File: src/rtl/cm0_pkg.sv
// Shared constants and types for the Cortex-M0-style fetch front end.
package cm0_pkg;

  localparam int                ADDR_W           = 32;
  localparam logic [15:0]       NOP16            = 16'hBF00;
  localparam logic [31:0]       NOP_PAIR         = {NOP16, NOP16};
  localparam logic [ADDR_W-1:0] DEFAULT_RESET_PC = '0;

  // One prefetch queue entry: word address and the word fetched from it.
  typedef struct packed {
    logic [ADDR_W-1:0] addr;
    logic [31:0]       data;
  } fetch_entry_t;

  // Life cycle of the single outstanding memory request.
  typedef enum logic [1:0] {
    RSP_IDLE,
    RSP_WAIT,
    RSP_DISCARD
  } rsp_state_t;

endpackage

File: src/rtl/if_fetch_if.sv
// Instruction-memory request/response bus between the fetch unit and memory.
interface if_fetch_if;

  logic                        imem_req;
  logic [cm0_pkg::ADDR_W-1:0]  imem_addr;
  logic                        imem_ack;
  logic [31:0]                 imem_rdata;

  modport master (output imem_req, output imem_addr, input imem_ack, input imem_rdata);
  modport slave  (input imem_req, input imem_addr, output imem_ack, output imem_rdata);

endinterface

File: src/rtl/fetch_fifo.sv
// Prefetch queue of {addr,data} entries with push, pop and single-cycle flush.
module fetch_fifo
  import cm0_pkg::*;
#(
  parameter int DEPTH = 4
) (
  input  logic                     clk,
  input  logic                     rst,
  input  logic                     push,
  input  fetch_entry_t             push_entry,
  input  logic                     pop,
  input  logic                     flush,
  output fetch_entry_t             head,
  output logic [$clog2(DEPTH):0]   count,
  output logic                     full,
  output logic                     empty
);

  localparam int               PTR_W     = $clog2(DEPTH);
  localparam logic [PTR_W-1:0] PTR_ONE   = PTR_W'(1);
  localparam logic [PTR_W:0]   CNT_ONE   = (PTR_W + 1)'(1);
  localparam logic [PTR_W:0]   DEPTH_CNT = (PTR_W + 1)'(DEPTH);

  fetch_entry_t     mem_q [DEPTH];
  logic [PTR_W-1:0] wr_ptr_q, wr_ptr_d;
  logic [PTR_W-1:0] rd_ptr_q, rd_ptr_d;
  logic [PTR_W:0]   count_q, count_d;
  logic             do_push, do_pop;

  assign full  = (count_q == DEPTH_CNT);
  assign empty = (count_q == '0);
  assign count = count_q;
  assign head  = mem_q[rd_ptr_q];

  always_comb begin
    // NOTE: every always_comb output gets a default first so no path leaves it unassigned (no latch).
    wr_ptr_d = wr_ptr_q;
    rd_ptr_d = rd_ptr_q;
    count_d  = count_q;
    do_push  = push && !flush && !full;
    do_pop   = pop && !flush && !empty;
    if (flush) begin
      wr_ptr_d = '0;
      rd_ptr_d = '0;
      count_d  = '0;
    end else begin
      if (do_push) wr_ptr_d = wr_ptr_q + PTR_ONE;
      if (do_pop)  rd_ptr_d = rd_ptr_q + PTR_ONE;
      if (do_push && !do_pop)      count_d = count_q + CNT_ONE;
      else if (do_pop && !do_push) count_d = count_q - CNT_ONE;
    end
  end

  always_ff @(posedge clk) begin
    // NOTE: state registers use non-blocking assignments so all flops update from pre-edge values.
    if (rst) begin
      wr_ptr_q <= '0;
      rd_ptr_q <= '0;
      count_q  <= '0;
    end else begin
      wr_ptr_q <= wr_ptr_d;
      rd_ptr_q <= rd_ptr_d;
      count_q  <= count_d;
    end
  end

  // NOTE: storage is not reset; an entry is only read after it has been written (count guards it).
  always_ff @(posedge clk) begin
    if (do_push) mem_q[wr_ptr_q] <= push_entry;
  end

endmodule

File: src/rtl/if_fetch.sv
// Instruction fetch: one outstanding memory request, prefetch queue, redirect with discard.
module if_fetch
  import cm0_pkg::*;
#(
  parameter logic [ADDR_W-1:0] RESET_PC = DEFAULT_RESET_PC,
  parameter int                QDEPTH   = 4
) (
  input  logic              clk,
  input  logic              rst,
  if_fetch_if.master        imem,
  input  logic              branch_taken,
  input  logic [ADDR_W-1:0] branch_target,
  input  logic              stall,
  output logic [31:0]       instruction,
  output logic [ADDR_W-1:0] pc,
  output logic              inst_valid,
  output logic              odd_start
);

  localparam int                CNT_W     = $clog2(QDEPTH) + 1;
  localparam logic [CNT_W:0]    DEPTH_LIM = (CNT_W + 1)'(QDEPTH);
  localparam logic [ADDR_W-1:0] WORD_STEP = ADDR_W'(4);

  rsp_state_t        rsp_state_q, rsp_state_d;
  logic [ADDR_W-1:0] fetch_addr_q, fetch_addr_d;
  logic [ADDR_W-1:0] req_addr_q, req_addr_d;
  logic              odd_pending_q, odd_pending_d;
  logic [31:0]       instruction_q, instruction_d;
  logic [ADDR_W-1:0] pc_q, pc_d;
  logic              inst_valid_q, inst_valid_d;
  logic              odd_start_q, odd_start_d;

  logic              issue, push, pop, ack_done, slot_free;
  logic [CNT_W:0]    inflight;
  logic [CNT_W-1:0]  fifo_count;
  logic              fifo_full, fifo_empty;
  fetch_entry_t      fifo_head, push_entry;
  logic              unused_target_bit;

  // Bit 0 of the redirect target never names a halfword boundary we care about.
  assign unused_target_bit = branch_target[0];

  fetch_fifo #(.DEPTH(QDEPTH)) u_fifo (
    .clk        (clk),
    .rst        (rst),
    .push       (push),
    .push_entry (push_entry),
    .pop        (pop),
    .flush      (branch_taken),
    .head       (fifo_head),
    .count      (fifo_count),
    .full       (fifo_full),
    .empty      (fifo_empty)
  );

  assign push_entry     = '{addr: req_addr_q, data: imem.imem_rdata};
  assign imem.imem_req  = issue;
  assign imem.imem_addr = fetch_addr_q;
  assign instruction    = instruction_q;
  assign pc             = pc_q;
  assign inst_valid     = inst_valid_q;
  assign odd_start      = odd_start_q;

  always_comb begin
    rsp_state_d   = rsp_state_q;
    fetch_addr_d  = fetch_addr_q;
    req_addr_d    = req_addr_q;
    odd_pending_d = odd_pending_q;
    instruction_d = instruction_q;
    pc_d          = pc_q;
    inst_valid_d  = inst_valid_q;
    odd_start_d   = odd_start_q;
    issue         = 1'b0;
    push          = 1'b0;
    pop           = 1'b0;

    // The ack that retires a request frees the slot for a new request in the same cycle.
    ack_done  = imem.imem_ack && (rsp_state_q != RSP_IDLE);
    slot_free = (rsp_state_q == RSP_IDLE) || ack_done;
    inflight  = {1'b0, fifo_count} + {{CNT_W{1'b0}}, rsp_state_q != RSP_IDLE};

    if (branch_taken) begin
      fetch_addr_d  = {branch_target[ADDR_W-1:2], 2'b00};
      odd_pending_d = branch_target[1];
      rsp_state_d   = (rsp_state_q != RSP_IDLE && !imem.imem_ack) ? RSP_DISCARD : RSP_IDLE;
      instruction_d = NOP_PAIR;
      inst_valid_d  = 1'b0;
      odd_start_d   = 1'b0;
    end else begin
      push  = ack_done && (rsp_state_q == RSP_WAIT) && !rst;
      issue = slot_free && (inflight < DEPTH_LIM) && !fifo_full && !rst;
      if (issue) begin
        req_addr_d   = fetch_addr_q;
        fetch_addr_d = fetch_addr_q + WORD_STEP;
        rsp_state_d  = RSP_WAIT;
      end else if (ack_done) begin
        rsp_state_d  = RSP_IDLE;
      end

      if (!stall) begin
        if (!fifo_empty) begin
          pop           = 1'b1;
          instruction_d = fifo_head.data;
          pc_d          = fifo_head.addr;
          inst_valid_d  = 1'b1;
          odd_start_d   = odd_pending_q;
          odd_pending_d = 1'b0;
        end else begin
          instruction_d = NOP_PAIR;
          inst_valid_d  = 1'b0;
          odd_start_d   = 1'b0;
        end
      end
    end
  end

  always_ff @(posedge clk) begin
    if (rst) begin
      rsp_state_q   <= RSP_IDLE;
      fetch_addr_q  <= RESET_PC;
      req_addr_q    <= '0;
      odd_pending_q <= 1'b0;
      instruction_q <= NOP_PAIR;
      pc_q          <= '0;
      inst_valid_q  <= 1'b0;
      odd_start_q   <= 1'b0;
    end else begin
      rsp_state_q   <= rsp_state_d;
      fetch_addr_q  <= fetch_addr_d;
      req_addr_q    <= req_addr_d;
      odd_pending_q <= odd_pending_d;
      instruction_q <= instruction_d;
      pc_q          <= pc_d;
      inst_valid_q  <= inst_valid_d;
      odd_start_q   <= odd_start_d;
    end
  end

endmodule

File: src/flat_wrapper.sv
// flat-port wrapper written by rule: the top's interface ports become plain ports
module if_fetch_flat import cm0_pkg::*;
#(
  parameter logic [ADDR_W-1:0] RESET_PC = DEFAULT_RESET_PC,
  parameter int                QDEPTH   = 4
)
  (clk, rst, branch_taken, branch_target, stall, instruction, pc, inst_valid, odd_start, imem_imem_req, imem_imem_addr, imem_imem_ack, imem_imem_rdata);
  if_fetch_if imem_i ();
  input  logic clk;
  input  logic rst;
  input  logic branch_taken;
  input  logic [ADDR_W-1:0] branch_target;
  input  logic stall;
  output logic [31:0] instruction;
  output logic [ADDR_W-1:0] pc;
  output logic inst_valid;
  output logic odd_start;
  output wire logic [$bits(imem_i.imem_req)-1:0] imem_imem_req;
  output wire logic [$bits(imem_i.imem_addr)-1:0] imem_imem_addr;
  input wire logic [$bits(imem_i.imem_ack)-1:0] imem_imem_ack;
  input wire logic [$bits(imem_i.imem_rdata)-1:0] imem_imem_rdata;
  assign imem_imem_req = imem_i.imem_req;
  assign imem_imem_addr = imem_i.imem_addr;
  assign imem_i.imem_ack = imem_imem_ack;
  assign imem_i.imem_rdata = imem_imem_rdata;
  if_fetch #(.RESET_PC(RESET_PC), .QDEPTH(QDEPTH)) u_core (.clk(clk), .rst(rst), .imem(imem_i), .branch_taken(branch_taken), .branch_target(branch_target), .stall(stall), .instruction(instruction), .pc(pc), .inst_valid(inst_valid), .odd_start(odd_start));
endmodule
File: config.mk
export PLATFORM = sky130hd
export DESIGN_NAME = if_fetch_flat
export DESIGN_NICKNAME = d
export VERILOG_FILES = /design/src/rtl/cm0_pkg.sv /design/src/rtl/if_fetch_if.sv /design/src/rtl/fetch_fifo.sv /design/src/rtl/if_fetch.sv /design/src/flat_wrapper.sv
export SDC_FILE = /design/constraint.sdc
export NUM_CORES = 1
export LEC_CHECK = 0
export ABC_AREA = 1
export CAP_MARGIN = 20
export CORE_ASPECT_RATIO = 1.25
export CORE_MARGIN = 2
export CORE_UTILIZATION = 50
export DETAILED_ROUTE_END_ITERATION = 10
export GPL_TIMING_DRIVEN = 0
export PLACE_DENSITY_LB_ADDON = 0.15
export SYNTH_ARGS = -nofsm -noshare
export SYNTH_HDL_FRONTEND = slang
export SYNTH_HIERARCHICAL = 1
export SYNTH_SLANG_ARGS = --single-unit
File: constraint.sdc
create_clock -name clk -period 4.95 [get_ports clk]
set_clock_uncertainty 0.2 [all_clocks]
set_input_delay 0.7425 -clock clk [delete_from_list [all_inputs] [get_ports clk]]
set_output_delay 0.7425 -clock clk [all_outputs]
set_load 0.05 [all_outputs]
==> metrics, run 1 <==
register area=between 10000 and 15000 um^2; total global-route track usage=about a quarter; Max-Cap Viols=0; FF-to-FF path depth=10; startpoint types=input pin; Die Height=201.1 um; Ys Warns=6; Die ar.=around 33000 um^2; H-tree levels=2; Antenna Cells=0; Slew @ Worst Pin=about 950 ps; via count=roughly 12000; # fillers=between 2000 and 2500; Worst-Skew Late Latency=530 ps; Clock transition at path regs=around 60 ps; Synth async-reset ratio=0%; adder-cell area share of the yosys netlist=less than 1%; RSZ-0062 raised after global routing=no; initial drt markers=918; Starting Density=about 50%; Core Area=30810 um^2; Setup violations, final=0; Seq/Total Area, Yosys=between 60% and 70%; post-cts gate resize count=0; VDD IR max=between 0.15 and 0.2 mV; WS Path Type=in2reg; Cells after Synth=between 1000 and 1500; register bit total from synthesis=about 390; Final ANT Viol Nets=0; top_reg_cell synth=edfxtp_1; mux cell area share after synthesis=0%; final hold vios=0; CP Capture Type=flop; Unique masters post-synth=35; I/O Buffers=~160; Final HPWL DP=around 26000 um; Final Max Tran Viols=0; vias in the first global route=11380; CTS Hold Bufs=0; number of flops mapped to enable cells by yosys=between 200 and 300; Remaining Overflow, GRT=0; reg2reg setup slack=roughly 1600 ps; crit path max fanout=25; layout cells sized above 1=about 8.1%; PwrDens=approximately 360 nW/um^2; Avg Vias per Cell=~5.4; clk buf depth=3; simple-gate share of the synthesized area=14.48%; capture point of the worst reg-to-reg path=u_core/u_fifo/mem_q[3][28]; Critical Path End=u_core/u_fifo/mem_q[3][28]; compound-cell area share of the yosys netlist=12.08%; fin util=~62%; largest family of logic cells by synthesized area=simple AND/OR/NAND/NOR gates; Final period util=roughly nine tenths; cts bufs inserted=38; Relative slew margins=a little over a third; highest clock rate=about 0.22 GHz; mapped cell area=15530 um^2; initial antenna violation count=0; die width=about 160 um; multi-input logic area=around 4400 um^2; Worst Hold Class=reg2reg; DRT Wirelength=39430 um; Rows=72; nets=1768; clock sink count=394; worst path required time=approximately 5000 ps; XOR/XNOR share of the synthesized area=less than 1%; Tot Pwr=between 6 and 7 mW; Worst Path Arrival=4540 ps; min Tclk post-route=about 4500 ps; TritonRoute pass-1 iters=5; WL/cell=about 19 um; crit path launch=branch_taken; Syn Area/Cell=10.56 um^2; area delta synth->final=23.73%; CTS tree=yes; largest net degree at the start of global routing=28; CTS root buf=clkbuf_16; buffer count from post-CTS setup fixing=0; routability cong.=0.9166; RR Startpoint=u_core/rsp_state_q[1]; IO Pins=roughly 170; DRC=0; static leakage=just under 7 nW; global-route wire length before repair=61310 um; status=completed
[per-stage QoR]
step | setup TNS (ps) | area (um^2) | setup WS, ps | std cells | hold slack (ps)
floorplan | -78080 | 15570 | -305.0 | 1480 | 241.0
global placement | -944300 | 17720 | -3806 | 2051 | 248.2
detailed placement | -1349 | 17910 | -66.52 | 2059 | 256.5
CTS | 0 | 19220 | 479.0 | 2129 | 265.2
global route | 0 | 19220 | 265.1 | 2129 | 284.9
finish | 0 | 19220 | 435.0 | 2129 | 264.2
[area by class of cell]
| class | instances | share of cell area [%] |
|---|---|---|
| Sequential cell | 394 | 54.37 |
| Multi-Input combinational cell | 935 | 22.95 |
| Buffer | 83 | 2.500 |
| Clock inverter | 11 | 0.7096 |
| Timing Repair Buffer | 172 | 9.374 |
| Inverter | 68 | 1.328 |
| Tap cell | 407 | 2.650 |
| Clock buffer | 59 | 6.113 |
[synth_stat cells (6+ instances only)]
cell / instances / share of area [%]
o22ai_1: 78 / 3.1
clkbuf_1: 46 / 1.1
o21ai_1: 58 / 1.9
dfxtp_1: 138 / 18
xor2_1: 11 / 0.62
edfxtp_1: 256 / 49
a21oi_1: 72 / 2.3
inv_1: 59 / 1.4
ha_1: 6 / 0.48
buf_4: 9 / 0.43
nor2_1: 260 / 6.3
o21ai_0: 129 / 4.2
nand3_1: 32 / 1.0
nand2_1: 226 / 5.5
inv_2: 8 / 0.19
buf_6: 16 / 1.2
nand3_2: 6 / 0.39
nor2_2: 12 / 0.48
a31oi_1: 7 / 0.28
buf_2: 8 / 0.26
[registers in the layout (all words and copies together) (netlist names), 2 cells and up, named ones only]
| name | count |
|---|---|
| u_core/imem.imem_addr | 30 |
| u_core/instruction | 32 |
| u_core/pc | 32 |
| u_core/req_addr_q | 30 |
| u_core/rsp_state_q | 2 |
| u_core/u_fifo/count | 3 |
| u_core/u_fifo/mem_q | 256 |
| u_core/u_fifo/rd_ptr_q | 2 |
| u_core/u_fifo/wr_ptr_q | 2 |
[worst max-delay path, stage by stage]
cell and delay (ps):
clkdlybuf4s50_1 470, buf_2 230, nor2_1 520, inv_1 240, nor4_1 510, inv_1 80
nor2_1 130, nand2_1 280, nor2_4 820, buf_12 270, buf_12 210
[worst min path at each step]
stage	endpoint	start	slack, ps	cells past startpoint
after global placement	u_core/instruction[4]	u_core/instruction[4]	250	2
after global routing	u_core/odd_start	u_core/odd_start	280	2
after CTS	u_core/instruction[4]	u_core/instruction[4]	270	2
after detailed placement	u_core/odd_start	u_core/odd_start	260	2
after floorplan	u_core/odd_start	u_core/odd_pending_q	240	2
final	u_core/instruction[4]	u_core/instruction[4]	260	2
[placed cells by master (no fill, tap or decap), types with 7 or more instances in the layout]
cell type        count
a21oi_1             72
a31oi_1              7
buf_12               8
buf_2                8
buf_4                9
buf_6               16
clkbuf_1            57
clkbuf_16           42
clkdlybuf4s50_1    164
conb_1              10
dfxtp_1            138
edfxtp_1           256
inv_1               59
inv_2                8
nand2_1            226
nand3_1             32
nor2_1             256
nor2_2              12
nor2_4               7
o21ai_0            129
o21ai_1             58
o22ai_1             78
xor2_1              11
[report_power, final]
group          internal, mW  total [mW]  switching, mW
Combinational         0.113       0.300          0.187
Clock                  1.80        2.98           1.18
Sequential             3.52        3.56         0.0418
[cell families (layout without fill, tap and decap cells)]
logic type / Yosys count / count (layout)
buffers and inverters: 151 / 393
AOI/OAI and AO/OA: 350 / 350
xor gates and xnor gates: 14 / 14
DFF: 394 / 394
adders and majority gates: 7 / 7
and+or+nand+nor: 554 / 554
other: 1 / 10
[layer usage]
metal / share of wire, % / vias to the layer above / global-route usage, %
met4: 2.7 / 0 / 7.554
met3: 7.0 / 79 / 3.802
li1: - / 5535 / -
met2: 50 / 480 / 42.49
met1: 40 / 5419 / 30.88
met5: 0 / - / 0
Note: power is estimated with default switching activity, not from simulation.
==> run 2, diff against run 1 <==
Settings changed: CORE_MARGIN 2 to unset.
==> metrics, run 2 (synthesis results as in run 1) <==
Max-Cap Viols=0 (unchanged); initial drt markers=876 (-4.6%); Die Height=199.1 um (-0.99%); number of flip-flops in the largest register=256 (unchanged); DRC=0 (unchanged); layout cells sized above 1=8.072% (unchanged); CP Capture Type=flop; WS Path Type=in2reg; Relative slew margins=44.21% (+7.7 points); TritonRoute pass-1 iters=5 (unchanged); total global-route track usage=24.60% (+0.38 points); CTS root buf=clkbuf_16; slack of the critical path=521.9 ps (+86.86 ps); routability cong.=0.9349 (+2.0%); CTS tree=yes; Final period util=89.46% (-1.8 points); CTS Hold Bufs=0 (unchanged); Slew @ Worst Pin=834.9 ps (-115.2 ps); area delta synth->final=23.79% (about the same); Final HPWL DP=26420 um (+0.52%); post-cts gate resize count=0 (unchanged); Critical Path End=u_core/u_fifo/mem_q[2][45]; capture point of the worst reg-to-reg path=u_core/u_fifo/mem_q[2][45]; FF-to-FF path depth=10 (unchanged); global-route wire length before repair=60280 um (-1.7%); Worst-Skew Late Latency=510 ps (-20 ps); Antenna Cells=0 (unchanged); clk buf depth=3 (unchanged); commonest cells after routing, fill and taps aside=nor2_1 (256), edfxtp_1 (256), nand2_1 (226), clkdlybuf4s50_1 (164), dfxtp_1 (138); crit path max fanout=25 (unchanged); Die ar.=31780 um^2 (-2.2%); H-tree levels=2 (unchanged); min Tclk post-route=4428 ps (-86.86 ps); Non-Filler Instances=2123 (-0.28%); highest clock rate=0.2258 GHz (+2.0%); Avg Vias per Cell=5.398 (-0.17%); worst path required time=4960 ps (about the same); Rows=71 (-1.4%); vias in the first global route=11150 (-2.0%); Clock transition at path regs=60 ps (about the same); startpoint types=input pin; Worst Hold Class=reg2reg; Final Max Tran Viols=0 (unchanged); DRT Wirelength=38890 um (-1.4%); status=completed; RSZ-0062 raised after global routing=no; cts bufs inserted=38 (unchanged); largest net degree at the start of global routing=28 (unchanged); I/O Buffers=164 (unchanged); clock sink count=394 (unchanged); WL/cell=18.32 um (-1.1%); largest reg by FF count=u_core/u_fifo/mem_q; static leakage=6.927 nW (+0.10%); IO Pins=168 (unchanged); Setup violations, final=0 (unchanged); die width=159.7 um (-1.2%); reg2reg setup slack=1710 ps (+120 ps); Worst Path Arrival=4440 ps (-100 ps); Final ANT Viol Nets=0 (unchanged); initial antenna violation count=0 (unchanged); final hold vios=0 (unchanged); fin util=63.48% (+1.1 points); VDD IR max=0.1966 mV (+0.14%); buffer count from post-CTS setup fixing=0 (unchanged); Remaining Overflow, GRT=0 (unchanged); Starting Density=51.28% (+0.86 points); Placement Setup Slack=-38.91 ps (+27.61 ps); RR Startpoint=u_core/rsp_state_q[1]; Inst Count DP=2053 (-0.29%); Core Area=30290 um^2 (-1.7%); PwrDens=358.9 nW/um^2 (+0.84%); crit path launch=branch_taken; via count=11460 (-0.45%); nets=1768 (unchanged)
## run 2: changes by cell type in the layout (fill, tap and decap cells not counted)
cell / delta
clkinv_2: +2
clkinv_4: +1
bufinv_16: +3
inv_8: -1
clkbuf_16: -1
clkbuf_8: -4
## run 2: where the power goes
group	switching, mW	total, mW	leakage (nW)	internal (mW)
registers	0.0416	3.56	3.60	3.52
clock network	1.18	3.04	0.648	1.86
logic	0.186	0.299	2.68	0.113
total	1.41	6.90	6.93	5.49
## run 2: cell type report
cell class,instances,area [um^2]
Clock buffer,54,1095
Buffer,83,480.5
Timing Repair Buffer,172,1802
Multi-Input combinational cell,935,4412
Inverter,68,255.2
Tap cell,401,501.7
Clock inverter,16,234.0
Sequential cell,394,10450
Fill cell,2399,11060
## run 2: how the worst min path moves through the flow
stage	from	slack [ps]	cells past startpoint	end
after detailed placement	u_core/instruction[23]	260	2	u_core/instruction[23]
after floorplan	u_core/odd_pending_q	240	2	u_core/odd_start
after global placement	u_core/instruction[4]	250	2	u_core/instruction[4]
final	u_core/instruction[7]	260	2	u_core/instruction[7]
after CTS	u_core/instruction[23]	260	2	u_core/instruction[23]
after global routing	u_core/instruction[4]	290	2	u_core/instruction[4]
## run 2: critical path: stages
cell and delay [ps]:
clkdlybuf4s50_1 480, buf_2 230, nor2_1 520, inv_1 240, nor4_1 620, inv_1 80
nor2_1 140, nand2_1 260, nor2_4 580, buf_12 290, buf_12 210
## run 2: per-stage QoR
step / TNS (ps) / instance area, um^2 / power [mW] / hold WS, ps
global placement: -966940 / 17710 / 3.920 / 249.1
global route: 0 / 19230 / 7.111 / 288.6
CTS: 0 / 19230 / 6.950 / 264.9
floorplan: -78080 / 15570 / 3.773 / 241.0
finish: 0 / 19230 / 6.901 / 260.9
detailed placement: -1589 / 17900 / 3.924 / 255.6
## run 2: per-layer routing
| metal | vias up | GRT usage, % | wire [um] | share of wire, % |
|---|---|---|---|---|
| met5 | - | 0 | 0 | 0 |
| met4 | 0 | 7.906 | 892 | 2.3 |
| met3 | 67 | 3.155 | 2273 | 5.8 |
| met2 | 399 | 43.64 | 19750 | 51 |
| met1 | 5467 | 31.31 | 15980 | 41 |
| li1 | 5528 | - | - | - |
==> run 3, diff against run 2 <==
Clock period 4.95 ns to 4.1 ns, I/O delays scaled along.
==> metrics, run 3 (synthesis results as in run 1) <==
final hold slack=260.8 ps (-0.02500 ps); Non-Filler Instances=2126 (+0.14%); Avg Vias per Cell=5.387 (-0.21%); CTS root buf=clkbuf_16; VDD IR max=0.2371 mV (+21%); Worst Path Arrival=3010 ps (-1430 ps); number of flip-flops in the largest register=256 (unchanged); Die Height=199.1 um (unchanged); nets=1771 (+0.17%); static leakage=6.938 nW (+0.16%); Die ar.=31780 um^2 (unchanged); global-route met1 utilization=31.29% (about the same); fin util=63.58% (+0.099 points); CP Depth=10 (-1); via count=11450 (-0.070%); cts bufs inserted=38 (unchanged); WS Path Type=reg2out; IO Pins=168 (unchanged); layout cells sized above 1=8.348% (+0.28 points); Placement Setup Slack=-761.4 ps (-722.5 ps); CP Capture Type=output port; WL/cell=18.34 um (+0.13%); vias in the first global route=11170 (+0.20%); gr busiest metal=met2; Worst-Skew Late Latency=520 ps (about the same); worst path required time=3280 ps (-1680 ps); DRT Wirelength=39000 um (+0.28%); Inst Count DP=2053 (unchanged); Antenna Cells=0 (unchanged); Max-Cap Viols=0 (unchanged); crit path buf inv count=4 (-2); Core Area=30290 um^2 (unchanged); min Tclk post-route=3830 ps; status=completed; Worst Hold Class=reg2reg; routability cong.=0.9349 (unchanged); slack of the critical path=270.1 ps (-251.8 ps); RSZ-0062 raised after global routing=no; delay-heaviest family, CP=buffers and inverters; TritonRoute pass-1 iters=5 (unchanged); fin area=19260 um^2 (+0.16%); crit-path cells=nor2_1, nand2_1, inv_1, nor2_1, nand2_1, nor2_4, nand3_2, inv_2, buf_2, clkdlybuf4s50_1; setup_tns=0 ps (unchanged); largest net degree at the start of global routing=28 (unchanged); largest reg by FF count=u_core/u_fifo/mem_q; CP max-delay cell=clkdlybuf4s50_1; Remaining Overflow, GRT=0 (unchanged); Tot Pwr=8.336 mW (+21%); # fillers=2400 (+0.042%); met2 Resource Use GR=43.73% (+0.097 points); commonest cells after routing, fill and taps aside=edfxtp_1 (256), nor2_1 (255), nand2_1 (226), clkdlybuf4s50_1 (164), dfxtp_1 (138); worst hold path cell count=2 (unchanged); total global-route track usage=24.67% (+0.064 points); final hold vios=0 (unchanged); clock sink count=394 (unchanged); Clock transition at path regs=60 ps (about the same); startpoint types=flop; Final HPWL DP=26420 um (unchanged); Slew @ Worst Pin=751.9 ps (-83.01 ps); CTS tree=yes; I/O Buffers=164 (unchanged); placed cell area=17900 um^2 (unchanged); H-tree levels=2 (unchanged); FF-to-FF path depth=15 (+5); Final Max Tran Viols=0 (unchanged); area delta synth->final=23.99%; commonest non-fill, non-tap cell in the layout=edfxtp_1; initial antenna violation count=0 (unchanged); delay of the slowest critical-path stage=860 ps (+240 ps); DRC=0 (unchanged); clk buf depth=3 (unchanged); initial drt markers=838 (-4.3%); Final period util=between 90% and 100%; highest clock rate=roughly 0.26 GHz; Setup violations, final=0 (unchanged); Final ANT Viol Nets=0 (unchanged); crit path max fanout=10 (-60%); PwrDens=432.8 nW/um^2 (+21%); Relative slew margins=49.82% (+5.6 points); Rows=71 (unchanged); global-route wire length before repair=60410 um (+0.22%); die width=159.7 um (unchanged); M3 GR Usage=3.300% (+0.15 points); Starting Density=51.28% (unchanged)
[run 3: cell types whose count changed in the layout (fill, tap and decap cells not counted), sizes merged]
cell | before | now
buf | 41 | 43
nor2 | 275 | 276
[run 3: what timing repair did]
action	in CTS	in global routing
pin swaps	3	0
buffers inserted	2	0
hold buffers	0	0
gates cloned	1	0
gates resized for setup	1	1
setup endpoints to repair	129	2
[run 3: tightest hold or removal path, stage by stage, from the launching register on]
cell	delay, ps
dfxtp_1	300
nand2_1	60
a21oi_1	50
[run 3: metal layers]
metal / vias up / wire length (um)
met3: 64 / 2396
li1: 5541 / -
met4: 0 / 882
met2: 412 / 19700
met5: - / 0
met1: 5436 / 16020
[run 3: cell type report]
| class | instances | area, um^2 | area share (%) |
|---|---|---|---|
| flip-flops and latches | 394 | 10450 | 54.26 |
| multi-input cells | 936 | 4427 | 22.98 |
| repair buffers | 174 | 1817 | 9.433 |
| clock buffers | 54 | 1095 | 5.684 |
| well taps | 401 | 501.7 | 2.605 |
| plain buffers | 83 | 480.5 | 2.495 |
| inverters | 68 | 255.2 | 1.325 |
| clock inverters | 16 | 234.0 | 1.215 |
[run 3: worst paths after layout]
path	start	end	slack, ps
worst max-delay path	u_core/u_fifo/count[0]	imem_imem_req	270
worst min-delay path	u_core/instruction[7]	u_core/instruction[7]	260
worst max register to register	u_core/u_fifo/count[0]	u_core/u_fifo/count[1]	910
worst min register to register	u_core/instruction[7]	u_core/instruction[7]	260
[run 3: power by group]
part	internal (mW)	total [mW]	leakage, nW	switching [mW]
clock network	2.25	3.68	0.648	1.43
registers	4.24	4.30	3.60	0.0506
logic	0.137	0.362	2.69	0.225
